$ cat src/rtl/ring_counter_pkg.sv
// Shared constants and seed helper for the parametrised ring/Johnson counter.
package ring_counter_pkg;

    localparam logic MODE_RING    = 1'b0;
    localparam logic MODE_JOHNSON = 1'b1;
    localparam logic DIR_LEFT     = 1'b0;
    localparam logic DIR_RIGHT    = 1'b1;

    // Returned at full 32-bit width; callers truncate to their WIDTH.
    function automatic logic [31:0] seed_of(input logic mode, input logic [31:0] ring_seed);
        return (mode == MODE_JOHNSON) ? 32'd0 : ring_seed;
    endfunction

endpackage

$ cat src/rtl/ring_state_check.sv
// Combinational legality detector for ring (one-hot) and Johnson codes.
module ring_state_check
    import ring_counter_pkg::*;
#(
    parameter int WIDTH = 4
) (
    input  logic [WIDTH-1:0] count,
    input  logic             mode,
    output logic             legal
);

    logic [WIDTH-2:0] edges;

    // A Johnson code has at most one boundary between its run of ones and zeros.
    assign edges = count[WIDTH-2:0] ^ count[WIDTH-1:1];

    always_comb begin
        legal = 1'b0;
        if (mode == MODE_RING)
            legal = ($countones(count) == 1);
        else
            legal = ($countones(edges) <= 1);
    end

endmodule

$ cat src/rtl/ring_counter_param.sv
// Parametrised ring / Johnson counter with load, wrap pulse and self-correction.
module ring_counter_param
    import ring_counter_pkg::*;
#(
    parameter int              WIDTH     = 4,
    parameter logic [WIDTH-1:0] RING_SEED = WIDTH'(1)
) (
    input  logic             clk,
    input  logic             rst,
    input  logic             en,
    input  logic             mode,
    input  logic             dir,
    input  logic             load,
    input  logic [WIDTH-1:0] load_val,
    output logic [WIDTH-1:0] count,
    output logic             wrap,
    output logic             err
);

    logic             mode_q;
    logic             legal;
    logic [WIDTH-1:0] seed_cur;
    logic [WIDTH-1:0] seed_new;
    logic [WIDTH-1:0] stepped;
    logic [WIDTH-1:0] count_nxt;
    logic             wrap_nxt;
    logic             err_nxt;
    logic             mode_nxt;

    assign seed_cur = WIDTH'(seed_of(mode_q, 32'(RING_SEED)));
    assign seed_new = WIDTH'(seed_of(mode, 32'(RING_SEED)));

    // Legality is judged against the mode the current count was built in.
    ring_state_check #(.WIDTH(WIDTH)) u_check (
        .count (count),
        .mode  (mode_q),
        .legal (legal)
    );

    always_comb begin
        stepped = count;
        if (mode_q == MODE_RING) begin
            if (dir == DIR_LEFT)
                stepped = {count[WIDTH-2:0], count[WIDTH-1]};
            else
                stepped = {count[0], count[WIDTH-1:1]};
        end else begin
            if (dir == DIR_LEFT)
                stepped = {count[WIDTH-2:0], ~count[WIDTH-1]};
            else
                stepped = {~count[0], count[WIDTH-1:1]};
        end
    end

    always_comb begin
        count_nxt = count;
        wrap_nxt  = 1'b0;
        err_nxt   = 1'b0;
        mode_nxt  = mode_q;
        if (load) begin
            count_nxt = load_val;
        end else if (mode != mode_q) begin
            count_nxt = seed_new;
            mode_nxt  = mode;
        end else if (!legal) begin
            count_nxt = seed_cur;
            err_nxt   = 1'b1;
        end else if (en) begin
            count_nxt = stepped;
            wrap_nxt  = (stepped == seed_cur);
        end
    end

    always_ff @(posedge clk) begin
        if (rst) begin
            count  <= seed_new;
            wrap   <= 1'b0;
            err    <= 1'b0;
            mode_q <= mode;
        end else begin
            count  <= count_nxt;
            wrap   <= wrap_nxt;
            err    <= err_nxt;
            mode_q <= mode_nxt;
        end
    end

endmodule

$ cat config.mk
export PLATFORM = sky130hd
export DESIGN_NAME = ring_counter_param
export DESIGN_NICKNAME = d
export VERILOG_FILES = /design/src/rtl/ring_counter_pkg.sv /design/src/rtl/ring_state_check.sv /design/src/rtl/ring_counter_param.sv
export SDC_FILE = /design/constraint.sdc
export NUM_CORES = 1
export LEC_CHECK = 0
export ABC_AREA = 1
export BUFFER_PORTS_ARGS = -buffer_cell sky130_fd_sc_hd__clkbuf_2
export CAP_MARGIN = 20
export CORE_AREA = 4 4 41 43
export CTS_CLUSTER_DIAMETER = 100
export DETAILED_ROUTE_END_ITERATION = 6
export DIE_AREA = 0 0 45 47
export PLACE_DENSITY = 0.71
export SYNTH_ARGS = -nofsm -noshare
export SYNTH_HDL_FRONTEND = slang
export SYNTH_SLANG_ARGS = --single-unit
$ cat constraint.sdc
create_clock -name clk -period 4.7 [get_ports clk]
set_input_delay 0.705 -clock clk [delete_from_list [all_inputs] [get_ports clk]]
set_output_delay 0.705 -clock clk [all_outputs]
set_load 0.02 [all_outputs]
==> results.json <==
{
  "yosys.cell_types.count": 21,
  "fmax_mhz": 420.9,
  "hold_viol_final": 0,
  "drtIter0Drc": 5,
  "gr-usage-all-layers": 0.1340,
  "syn_nets": 94,
  "dieArea_um2": 2115,
  "final_core_util": 0.5606,
  "post_cts_resized": 0,
  "worst_path_most_repeated_cell": "ha_1",
  "gp_congestion": 0.7490,
  "cap_violations": 0,
  "yosys_warnings": 0,
  "die_w_um": 45,
  "drc": 0,
  "final_layout_size_suffix_gt1_frac": 0.2737,
  "synth_area_um2": 609.3,
  "cts_num_sinks": 7,
  "setup_violations": 0,
  "first_pass_iters": 4,
  "wl_per_cell_um": 10.60,
  "whs_endpoint": "mode_q",
  "drv_slew": 0,
  "cts_setup_buffers": 0,
  "worst_ep_arrival_time_ps": 2360,
  "end_kind": "flip-flop",
  "worstSkewPairLatency_ps": 250,
  "antenna_cells": 0,
  "crit_chain": "ha_1, ha_1, ha_1, ha_1, o21ai_1, nand2_4, nor2_4, nand2_1",
  "grt_overflow": 0,
  "clk_pin_slew_ps": 50,
  "setup_ws_ps": 2324,
  "period_needed_ps": 2376,
  "num_vias": 535,
  "cp-start-kind": "flip-flop",
  "hp-class": "in2reg",
  "relSlewSlack": 0.7930,
  "clockBufferDepth": 2,
  "critPathMaxFanout": 4,
  "place_ws_ps": 2320,
  "rsz0062_at_grt": "no",
  "netlist.top_cell.by_area": "edfxtp_1",
  "tightest_slew_ps": 307.3,
  "areaGrowthSynthToFinish_pct": 19.71,
  "power.density_nw_per_um2": 292.0,
  "leakagePower_nw": 0.3824,
  "yosysTopAreaCellShare": 0.2464,
  "grt_pass1_vias": 482,
  "fin_crit_sh": 0.5055,
  "worst_path_max_delay_cell": "edfxtp_1",
  "cts_max_level": 1,
  "postCtsHoldBufs": 0,
  "syn_avg_cell_area_um2": 8.018,
  "hp-start": "mode",
  "start_util": 0.4683,
  "routed_wl_um": 1166,
  "final_nets": 114,
  "power_w": 0.0002130,
  "ant_nets": 0,
  "r2r_cells": 8,
  "outcome": "finished, final reports clean",
  "fp.dieH_um": 47,
  "io_pins": 16,
  "grt_max_degree": 9,
  "hold_depth": 1,
  "cts_tree": "yes",
  "yosys-top-cells-area": "edfxtp_1, nand2_1, ha_1",
  "cp_data_required_time_ps": 4690,
  "criticalPathCategory": "reg2reg",
  "antenna_found_initial": 0,
  "synth_cells": 76,
  "critPathMaxStageDelay_ps": 450,
  "setup-tns-final_ps": 0,
  "num_rows": 13,
  "coreArea_um2": 1301,
  "grt_pass1_wl_um": 1966,
  "root_buffer": "clkbuf_4",
  "r2r-end": "count[2]",
  "rrSetupSlack_ps": 2320,
  "io_buffers": 15,
  "vdd_drop_max_mv": 0.1877,
  "hpwlAfterDp_um": 992.9,
  "fin_skew_ps": 3.536,
  "viasPerCell": 4.864,
  "final_common_cell": "nand2_1",
  "yosysSeqAreaShare": 0.3121,
  "numCtsBuffers": 3,
  "r2r_start": "count[1]",
  "synth-seq-cells": 7,
  "final_cell_mix": "nand2_1, clkbuf_2, inv_1"
}
-- layout make-up --
cell class / instances / area (um2)
timing repair buffer: 15 / 75.07
sequential: 7 / 190.2
clock buffer: 4 / 26.28
multi-input combinational: 58 / 377.9
fill: 140 / 571.8
inverter: 11 / 41.29
tap: 15 / 18.77
-- metrics by stage --
step | std cells | area [um2] | hold WS [ps]
global placement | 106 | 703.2 | 759.0
global route | 110 | 729.5 | 693.1
floorplan | 76 | 609.3 | 699.0
CTS | 110 | 729.5 | 692.5
detailed placement | 106 | 703.2 | 769.7
finish | 110 | 729.5 | 700.2
-- worst max path at each step --
stage / endpoint / cells after the start / slack (ps) / from
after floorplan: count[0] / 8 / 2320 / count[0]
after global placement: count[0] / 8 / 2360 / count[0]
after detailed placement: count[0] / 8 / 2320 / count[0]
after CTS: count[0] / 8 / 2310 / count[1]
after global routing: count[0] / 8 / 2150 / count[1]
final: count[2] / 8 / 2320 / count[1]
-- state kept, by name, indices dropped and copies added (netlist names) --
name    count
mode_q      1
count       4
err         1
wrap        1
-- critical path: cells and delay by family (launching register included) --
family	cells	cell delay, ps
fa+ha+maj	4	1030
compound gates	1	280
flops	1	450
simple gates	3	350
-- layer usage --
layer  GRT usage  vias to the layer above  wire [um]
met2      0.2203                       16        541
li1            -                      285          -
met5           0                        -          0
met4     0.03509                        0          0
met1      0.1565                      234        525
met3     0.06513                        0         99
-- synth_stat cells --
cell,instances
and2_1,1
dfxtp_1,2
edfxtp_1,5
fa_1,2
ha_1,6
inv_1,9
inv_2,2
nand2_1,23
nand2_4,2
nand3_1,7
nand4_1,1
nor2_1,1
nor2_2,1
nor2_4,1
nor3_1,1
o21ai_0,6
o21ai_1,2
or2_2,1
xnor2_1,1
xnor2_2,1
xor2_1,1
-- logic make-up after synthesis --
family / synth area share
flops: 0.3121
compound gates: 0.06571
xor+xnor: 0.05545
buf+inv: 0.06776
fa+ha+maj: 0.1889
simple gates: 0.3101
-- report_power, final --
group / switching [W] / internal, W / total, W
clock network: 0.0000219 / 0.0000324 / 0.0000543
logic: 0.0000490 / 0.0000305 / 0.0000795
registers: 0.00000666 / 0.0000726 / 0.0000792
Power figures use the tool's default switching activity.
